[config.mk]
export PLATFORM = sky130hd
export DESIGN_NAME = mips_io_responder
export DESIGN_NICKNAME = d
export VERILOG_FILES = /design/src/rtl/mips_io_responder.sv
export SDC_FILE = /design/constraint.sdc
export NUM_CORES = 1
export LEC_CHECK = 0
export CORE_ASPECT_RATIO = 0.6
export CORE_MARGIN = 10
export CORE_UTILIZATION = 43
export CTS_BUF_LIST = sky130_fd_sc_hd__clkbuf_8 sky130_fd_sc_hd__clkbuf_16
export DETAILED_ROUTE_END_ITERATION = 6
export PLACE_DENSITY = 0.68
export SYNTH_ARGS = -nofsm -noshare
export SYNTH_HDL_FRONTEND = slang
export SYNTH_SLANG_ARGS = --single-unit
[constraint.sdc]
create_clock -name Input_Clk -period 2.1 [get_ports Input_Clk]
set_clock_uncertainty 0.1 [all_clocks]
set_input_delay 0.42 -clock Input_Clk [delete_from_list [all_inputs] [get_ports Input_Clk]]
set_output_delay 0.42 -clock Input_Clk [all_outputs]
set_load 0.1 [all_outputs]
[src/rtl/mips_io_responder.sv]
// rtl/mips_io_responder.sv - peripheral side of the MIPS byte I/O port: inbound FIFO with interrupt, outbound holding register
module mips_io_responder #(
  parameter int DATA_W      = 8,
  parameter int FIFO_DEPTH  = 4,
  parameter int HOLDOFF_CYC = 3
) (
  input  logic              Input_Clk,
  input  logic              Reset_n,
  input  logic              ext_valid,
  input  logic [DATA_W-1:0] ext_data,
  output logic              ext_ready,
  output logic [DATA_W-1:0] Data_in,
  output logic              Interrupt,
  input  logic              Int_Ack,
  input  logic [DATA_W-1:0] Data_out,
  input  logic              Out_Wr,
  output logic              out_valid,
  output logic [DATA_W-1:0] out_data,
  input  logic              out_ready,
  output logic              rx_overflow,
  output logic              tx_overrun
);

  localparam int PTR_W = $clog2(FIFO_DEPTH);
  localparam int CNT_W = PTR_W + 1;
  localparam logic [CNT_W-1:0] FULL_CNT = CNT_W'(FIFO_DEPTH);
  localparam logic [3:0] HOLD_LOAD = 4'(HOLDOFF_CYC - 1);

  typedef enum logic [1:0] {
    ST_IDLE    = 2'd0,
    ST_ASSERT  = 2'd1,
    ST_HOLDOFF = 2'd2
  } state_e;

  state_e            state_q, state_d;
  logic [3:0]        hold_q, hold_d;
  logic [DATA_W-1:0] mem_q [FIFO_DEPTH];
  logic [DATA_W-1:0] mem_d [FIFO_DEPTH];
  logic [PTR_W-1:0]  wr_ptr_q, wr_ptr_d;
  logic [PTR_W-1:0]  rd_ptr_q, rd_ptr_d;
  logic [CNT_W-1:0]  count_q, count_d;
  logic [DATA_W-1:0] data_in_q, data_in_d;
  logic              rx_overflow_q, rx_overflow_d;
  logic              out_valid_q, out_valid_d;
  logic [DATA_W-1:0] out_data_q, out_data_d;
  logic              tx_overrun_q, tx_overrun_d;
  logic              push, pop;

  assign ext_ready   = (count_q != FULL_CNT);
  assign Interrupt   = (state_q == ST_ASSERT);
  assign Data_in     = data_in_q;
  assign rx_overflow = rx_overflow_q;
  assign out_valid   = out_valid_q;
  assign out_data    = out_data_q;
  assign tx_overrun  = tx_overrun_q;

  always_comb begin
    push          = ext_valid && ext_ready;
    pop           = (state_q == ST_ASSERT) && Int_Ack && (count_q != '0);
    mem_d         = mem_q;
    wr_ptr_d      = wr_ptr_q;
    rd_ptr_d      = rd_ptr_q;
    count_d       = count_q;
    rx_overflow_d = rx_overflow_q | (ext_valid && !ext_ready);
    if (push) begin
      mem_d[wr_ptr_q] = ext_data;
      wr_ptr_d        = wr_ptr_q + 1'b1;
    end
    if (pop) begin
      rd_ptr_d = rd_ptr_q + 1'b1;
    end
    if (push && !pop) begin
      count_d = count_q + 1'b1;
    end else if (pop && !push) begin
      count_d = count_q - 1'b1;
    end
    // Head byte is presented one cycle after it changes; empty FIFO reads as zero.
    data_in_d = (count_q == '0) ? '0 : mem_q[rd_ptr_q];
  end

  always_comb begin
    state_d = state_q;
    hold_d  = hold_q;
    case (state_q)
      ST_IDLE: begin
        if (count_q != '0) state_d = ST_ASSERT;
      end
      ST_ASSERT: begin
        if (Int_Ack) begin
          state_d = ST_HOLDOFF;
          hold_d  = HOLD_LOAD;
        end
      end
      ST_HOLDOFF: begin
        if (hold_q == 4'd0) state_d = ST_IDLE;
        else                hold_d  = hold_q - 4'd1;
      end
      default: state_d = ST_IDLE;
    endcase
  end

  always_comb begin
    out_valid_d  = out_valid_q;
    out_data_d   = out_data_q;
    tx_overrun_d = tx_overrun_q;
    if (out_valid_q && out_ready) begin
      out_valid_d = Out_Wr;
      if (Out_Wr) out_data_d = Data_out;
    end else if (Out_Wr && !out_valid_q) begin
      out_valid_d = 1'b1;
      out_data_d  = Data_out;
    end else if (Out_Wr) begin
      tx_overrun_d = 1'b1;
    end
  end

  always_ff @(posedge Input_Clk or negedge Reset_n) begin
    if (!Reset_n) begin
      state_q       <= ST_IDLE;
      hold_q        <= 4'd0;
      wr_ptr_q      <= '0;
      rd_ptr_q      <= '0;
      count_q       <= '0;
      data_in_q     <= '0;
      rx_overflow_q <= 1'b0;
      out_valid_q   <= 1'b0;
      out_data_q    <= '0;
      tx_overrun_q  <= 1'b0;
      for (int i = 0; i < FIFO_DEPTH; i++) mem_q[i] <= '0;
    end else begin
      state_q       <= state_d;
      hold_q        <= hold_d;
      wr_ptr_q      <= wr_ptr_d;
      rd_ptr_q      <= rd_ptr_d;
      count_q       <= count_d;
      data_in_q     <= data_in_d;
      rx_overflow_q <= rx_overflow_d;
      out_valid_q   <= out_valid_d;
      out_data_q    <= out_data_d;
      tx_overrun_q  <= tx_overrun_d;
      mem_q         <= mem_d;
    end
  end

endmodule
* Yosys cells after proc, flatten, opt, wreduce, memory -nomap -nowiden
Cells that the tools add are included.
Operators by class: eq/ne operators 8, add/subtract/negate cells 5, reduce and logical (&&, ||, !) cells 24, $lt $le $gt $ge 3, multiplexer cells 21, bitwise operators 5
Operators with widths (number):
- 8-bit two-way mux | 7
- 32-bit bitwise mux | 1
- 8-bit binary-select mux with 2-bit select | 1
- 8-bit demux with 2-bit select | 1
- 1-bit logical AND | 9
- 3-bit AND reduction | 3
- 4-bit two-way mux | 2
- 2-bit != test (second input constant) | 4
- 4-bit one-hot mux with 2 select lines | 1
- 3-bit >= comparator (second input constant) | 2
- 2-bit two-way mux | 3
- 3-bit two-way mux | 2
- 2-bit NOT with 3-bit output | 2
- 2-bit one-hot mux with 3 select lines | 1
- 2-bit nonzero test | 3
- 2-bit by 1-bit adder with 2-bit output (second input constant) | 2
- 1-bit zero test | 4
- 4-bit zero test | 1
- 4-bit by 1-bit subtractor with 4-bit output (second input constant) | 1
- 3-bit by 1-bit adder with 3-bit output (second input constant) | 1
- 3-bit zero test | 1
- 3-bit by 1-bit < comparator with 1-bit output (second input constant) | 1
- 3-bit != test (second input constant) | 1
- 3-bit nonzero test | 1
- other kinds (9) | 11
Word-level totals: register bits 64, input bits 22

* Longest topological paths before layout
Gate-level depths: netlist of run 1.
depth in word-level cells 6, depth in mapped cells 10

* Worst setup path after synthesis of run 1
OpenSTA, ideal clock, no wires.
kind reg-to-reg, start register count_q[0], end register count_q[1], setup slack -0.217 ns, clock period less this slack 2.317 ns, buffers on the path 1, arrival 2.092 ns, cell stages (with the launch flop) 9, cells stage by stage dfrtp_1 > or3b_1 > buf_6 > nand2_1 > inv_1 > ha_1 > inv_1 > fa_1 > mux2_2
On the way: elaborated cells on any way between the ends 13, those cells by class add/sub: 2; eq/ne: 1; mux: 2; reduce/logical: 8
RTL lines:
- start, declared | RTL line 41 | logic [CNT_W-1:0] count_q, count_d;
- start signal, assigned | RTL line 135 | count_q <= count_d;
- 3-bit != test | RTL line 49 | assign ext_ready = (count_q != FULL_CNT);
- via ext_ready | RTL line 11 | output logic ext_ready,
- 1-bit logical AND | RTL line 58 | push = ext_valid && ext_ready;
- via push | RTL line 47 | logic push, pop;
- 1-bit logical AND | RTL line 72 | if (push && !pop) begin
- 3-bit two-way mux | RTL line 72
- via count_d[1] | RTL line 41
The timed path passes the listed nets, and every way through them passes these cells. The select of a mux whose other input is x is not followed. A chain may end at the register's enable or synchronous reset.

* Final worst setup path of run 1
start register count_q[0], end register count_q[1]
On the way: elaborated cells on any way between the ends 13, those cells by class add/sub: 2; eq/ne: 1; mux: 2; reduce/logical: 8
RTL lines (RTL line):
- 3-bit != test | 49
- 1-bit logical AND | 58
- via push | 47
- 1-bit logical AND | 72
- 3-bit two-way mux | 72
- via count_d[1] | 41
The timed path passes the listed nets, and every way through them passes these cells. The select of a mux whose other input is x is not followed.

==> impl_metrics.yaml, run 1 <==
power_and_ir_drop:
  power_frac_comb_pct: 46.6
  p_seq_share_pct: 31.3
  p_int_uw: 4360
  power.density_nw_per_um2: 1810
  clock_power_share_pct: 22.1
  switching_share_pct: 36.9
  p_leak_uw: 0.00174
  power.switching_uw: 2550
  p_total_uw: 6910
  peakVddDrop_mv: 0.899
critical_path:
  endpoint_kind: "register"
  critPathMaxFanout: 3
  crit_buf_inv: 2
  crit_chain: "or3b_4, nand2_4, inv_1, ha_4, inv_2, fa_2, mux2_2"
  critical_path_required_ns: 2.21
  crit_type: "register to register"
  crit_slowest_cell: "or3b_4"
  crit_path_max_incr_delay_ns: 0.42
  cp_data_arrival_time_ns: 2.16
  path_delay_family: "adder cells"
  cp-start-kind: "register"
clocking:
  ctsHoldBuffers: 0
  clk_pin_slew_ns: 0.05
  h-tree-depth: 3
  clock_sinks: 64
  cts_root_buf: "clkbuf_16"
  numCtsBuffers: 9
  clk_latency_ns: 0.33
  cts_buffer_depth: 2
  tritoncts: "done"
cells_and_area:
  antennaDiodeCount: 0
  syn2layout_area_growth_pct: 30.8
  nets: 275
  drive_gt1_share_pct: 44.4
  postLayoutCellArea_sq_um: 3810
  mostFrequentLayoutCell: "dfrtp_1"
  layout_common_cells: "dfrtp_1 (64), mux2_4 (32), buf_4 (31), clkdlybuf4s50_1 (20), inv_1 (11)"
routing:
  drc: 0
  m1WireLength_microns: 2840
  postRouteAntennaNets: 0
  dr_wl_met2_microns: 2300
  drt-total-wl_microns: 5490
  drt_iter0_drc: 69
  vias: 1632
  top_layer: "met4"
  viasPerCell: 4.84
  wl_met3_microns: 266
  wire_per_inst_microns: 16.3
  drt_first_pass_iters: 4
outcome:
  violations: "negative hold slack"
  status: "complete, but fails checks"
hold_path:
  min_path_type: "primary input to async pin"
synthesis:
  synth-main-ff-cell: "dfrtp_1"
  yosys_warnings: 0
  yosys-top-cells-area: "dfrtp_1 (55%), mux2_4 (16%), mux4_2 (6.2%)"
  synth_edf_count: 0
  syn_area_sq_um: 2910
  syn_inst: 187
  seq_area_frac_synth_pct: 55.0
  ys_ff_latch: 64
  syn_area_per_cell_sq_um: 15.6
  async_flop_share_pct: 100
  synth.distinct_cells: 30
  syn_nets: 216
  synth_top_area_share_pct: 55.0
  synth_largest_area_cell: "dfrtp_1"
sta:
  finalHoldViolCount: 8
  tightest_slew_ns: 0.440
  fin_crit_sh_pct: 97.8
  setup_viol: 0
  fmax_mhz: 487
  slew_viol_final: 0
  slew_headroom_pct: 70.7
  holdWs_ns: -0.00878
  fin_crit_ns: 2.05
floorplanning:
  pin_count: 43
  fp.dieH_microns: 83.8
  core_sq_um: 6620
  die_area_sq_um: 10600
  initial_core_util_pct: 44.0
  die_w_microns: 126
  row_count: 23
placement:
  gp_congestion: 0.730
  post-dp-hpwl_microns: 3830
  placed_area_sq_um: 3470
  port_buffers: 42
global_route:
  track_usage_pct: 11.1
  grt_pass1_vias: 1704
  grt_start_max_net_pins: 65
  overflow: 0
  grt_pass1_wl_microns: 9240
  antenna_found_initial: 0
job:
  drv_cap: 0
[what timing repair did]
| action | in CTS | in global routing |
|---|---|---|
| pin swaps | 0 | 4 |
| gates resized for setup | 2 | 5 |
| setup endpoints to repair | 2 | 2 |
| setup buffers | 0 | 1 |
| endpoints found under the hold margin | 0 | 0 |
| gates cloned | 0 | 0 |
[final timing paths]
check	start	to	slack, ns	depth (start not counted)
max in group asynchronous	Reset_n	hold_q[0]	1.63	2
worst max register to register	count_q[0]	count_q[1]	0.05	7
worst min register to register	rx_overflow	rx_overflow	0.38	1
worst max-delay path	count_q[0]	count_q[1]	0.05	7
min in group Input_Clk	rx_overflow	rx_overflow	0.38	1
worst min-delay path	Reset_n	Data_in[0]	-0.009	2
[cell type report]
cell class / instances / area (sq um)
Clock buffer: 9 / 225
Timing Repair Buffer: 56 / 518
Fill cell: 545 / 2810
Sequential cell: 64 / 1600
Clock inverter: 6 / 77.6
Multi-Input combinational cell: 105 / 1240
Inverter: 10 / 37.5
Tap cell: 87 / 109
[power by group through the flow]
| stage | registers (uW) | logic, uW | clock network (uW) |
|---|---|---|---|
| finish | 2160 | 3220 | 1520 |
| global route | 2240 | 3430 | 1610 |
| CTS | 2160 | 3220 | 1560 |
| detailed placement | 2170 | 3210 | 0 |
| global placement | 2170 | 3160 | 0 |
| floorplan | 2840 | 1780 | 0 |
[stage by stage]
step	utilization [%]	TNS, ns	worst slack [ns]	instances
after floorplan	-	-0.151	-0.151	187
after global placement	52.4	-0.422	-0.213	321
after detailed placement	52.4	-0.480	-0.245	321
after CTS	57.1	0	0.00676	336
after global routing	57.5	-0.0218	-0.0218	337
final	57.5	0	0.0465	337
[state kept, by name, summed over array words and instances (netlist names)]
register and count:
wr_ptr_q 2, count_q 3, hold_q 4, out_data 8, tx_overrun 1, mem_q 32, Data_in 8, rx_overflow 1
state_q 2, out_valid 1, rd_ptr_q 2
[cells by family after synthesis]
logic type,synth area share (%)
buf+inv,3.65
xor+xnor,1.80
simple gates,6.83
flops,55.0
compound gates,2.23
mux,27.2
fa+ha+maj,3.26
[Yosys cell counts (4+ instances only)]
master / count
xnor2_1: 4
mux2_2: 10
ha_1: 6
and2_1: 8
and3_4: 4
nand2b_1: 4
mux4_2: 8
nand2_1: 6
inv_1: 10
dfrtp_1: 64
mux2_4: 32
buf_6: 5
[per-layer routing]
| layer | track usage, % | up-vias |
|---|---|---|
| li1 | - | 766 |
| met1 | 15.3 | 819 |
| met2 | 14.1 | 38 |
| met3 | 5.33 | 9 |
| met4 | 4.63 | 0 |
| met5 | 0 | - |
(Power assumes the default switching activity.)
==> run 2: changes to the inputs <==
- SKIP_CTS_REPAIR_TIMING: unset -> 1
==> results of run 2 <==
The final DEF is identical to that of run 1; final timing and power are the same.
Main changes from that run: wire length of the first global-routing pass 9240 microns -> 9210 microns; via count of the first global-routing pass 1704 -> 1698
==> run 3: changes to the inputs <==
- PLACE_DENSITY: 0.68 -> 0.66
- TNS_END_PERCENT: unset -> 30
- clock period: 2.1 -> 1.9 ns (I/O delays scaled with it)
==> run 3 against run 2 <==
Compared with the run above:
- sequential share of layout area fell by 2.5 points
- combinational power rose by 22%
- non-clock buffer count rose by 7
- largest power group unchanged
- power rose by 12%
- highest routed layer unchanged
- the run ends with negative setup slack left
- clock power fell by 11%
- largest cell class unchanged
- critical path depth did not move
- register-to-register slack got worse by 0.20 ns
- final cell count rose by 1.5%
- worst setup slack got worse by 0.21 ns
==> impl_metrics.yaml, run 3 (same netlist as run 1, synthesis figures left out) <==
routing:
  wire_per_inst_microns: 16.5
  drt_first_pass_iters: 4
  vias: 1662
  postRouteAntennaNets: 0
  drt_iter0_drc: 50
  viasPerCell: 4.86
  drc: 0
  drt-total-wl_microns: 5640
clocking:
  clock_sinks: 64
  clk_pin_slew_ns: 0.05
  cts_root_buf: "clkbuf_16"
  clk_latency_ns: 0.32
  h-tree-depth: 3
  cts_buffer_depth: 2
  tritoncts: "done"
  numCtsBuffers: 9
critical_path:
  crit_type: "primary input to register"
  crit_chain: "clkdlybuf4s50_1, and3b_1, nand2_4, ha_4, inv_2, fa_2, mux2_2"
  critPathMaxFanout: 3
  critical_path_required_ns: 2.01
  crit_buf_inv: 2
  crit_slowest_cell: "clkdlybuf4s50_1"
  path_delay_family: "adder cells"
  cp_data_arrival_time_ns: 2.17
  cp-start-kind: "primary input"
  crit_path_max_incr_delay_ns: 0.51
  endpoint_kind: "register"
sta:
  tightest_slew_ns: 0.468
  fin_crit_ns: 2.06
  setup_viol: 3
  worst_slack_ns: -0.161
  fmax_mhz: 485
  slew_viol_final: 0
  fin_crit_sh_pct: 108
  rsz0062_at_grt: "yes"
  slew_headroom_pct: 68.8
  finalHoldViolCount: 0
floorplanning:
  row_count: 23
  die_area_sq_um: 10600
  initial_core_util_pct: 44.0
  core_sq_um: 6620
  fp.dieH_microns: 83.8
  pin_count: 43
  die_w_microns: 126
power_and_ir_drop:
  p_total_uw: 7760
  power.density_nw_per_um2: 1920
  p_leak_uw: 0.00183
  peakVddDrop_mv: 1.38
cells_and_area:
  mostFrequentLayoutCell: "dfrtp_1"
  antennaDiodeCount: 0
  largest_register: "mem_q"
  syn2layout_area_growth_pct: 38.9
  largest_reg_flops: 32
  layout_common_cells: "dfrtp_1 (64), mux2_4 (32), buf_12 (23), clkdlybuf4s50_1 (20), buf_4 (18)"
  postLayoutCellArea_sq_um: 4050
  nets: 282
  drive_gt1_share_pct: 45.5
placement:
  placed_area_sq_um: 3760
  port_buffers: 42
  post-dp-hpwl_microns: 3940
  gp_congestion: 0.730
global_route:
  antenna_found_initial: 0
  grt_pass1_wl_microns: 9450
  grt_pass1_vias: 1775
  track_usage_pct: 11.3
  grt_start_max_net_pins: 65
  overflow: 0
job:
  drv_cap: 0
outcome:
  violations: "negative setup slack"
  status: "complete, but fails checks"
hold_path:
  min_path_type: "register to register"
[run 3: cell types whose count changed in the layout (fill, tap and decap cells not counted)]
cell / previous run / this run
buf_12: 4 / 23
buf_4: 31 / 18
bufinv_16: 2 / 0
dlygate4sd3_1: 0 / 1
inv_1: 11 / 10
inv_2: 1 / 2
nand2_2: 1 / 0
nand2_4: 1 / 2
[run 3: layer usage]
metal	track usage, %	vias to the layer above	share of wire, %
met5	0	-	0
met1	14.5	846	48
li1	-	777	-
met4	4.63	0	1.6
met3	4.82	10	4.7
met2	16.3	29	45
[run 3: final timing paths]
check | cells past startpoint | to | start | slack, ns
max | 7 | count_q[1] | Int_Ack | -0.16
min | 1 | count_q[2] | count_q[2] | 0.39
max reg2reg | 7 | count_q[1] | count_q[0] | -0.15
min reg2reg | 1 | count_q[2] | count_q[2] | 0.39
max in group asynchronous | 3 | mem_q[24] | Reset_n | 0.90
min in group asynchronous | 3 | mem_q[25] | Reset_n | 0.50
[run 3: where the power goes]
group / internal, uW / switching [uW]
sequential: 1990 / 474
clock: 842 / 520
combinational: 2060 / 1870
total: 4890 / 2860
[run 3: area by class of cell]
class                           count  area (sq um)
Clock buffer                        9           225
Clock inverter                      4          17.5
Fill cell                         520          2570
Inverter                           10          37.5
Multi-Input combinational cell    105          1240
Sequential cell                    64          1600
Tap cell                           87           109
Timing Repair Buffer               63           811
[run 3: metrics by stage]
stage / hold slack [ns] / setup WS (ns) / util, % / std cells / TNS [ns]
CTS: -0.0295 / -0.158 / 60.5 / 338 / -0.408
global placement: 0.321 / -0.435 / 56.8 / 325 / -1.01
detailed placement: 0.324 / -0.478 / 56.8 / 325 / -1.80
finish: 0.388 / -0.161 / 61.1 / 342 / -0.351
global route: 0.413 / -0.214 / 61.1 / 342 / -0.531
floorplan: -0.0156 / -0.288 / - / 187 / -0.555
[run 3: worst register-to-register path, cell delays in order (launching register included)]
cell	delay, ns
dfrtp_1	0.40
or3b_4	0.43
nand2_4	0.07
inv_2	0.04
ha_4	0.15
inv_2	0.05
fa_2	0.42
mux2_2	0.26
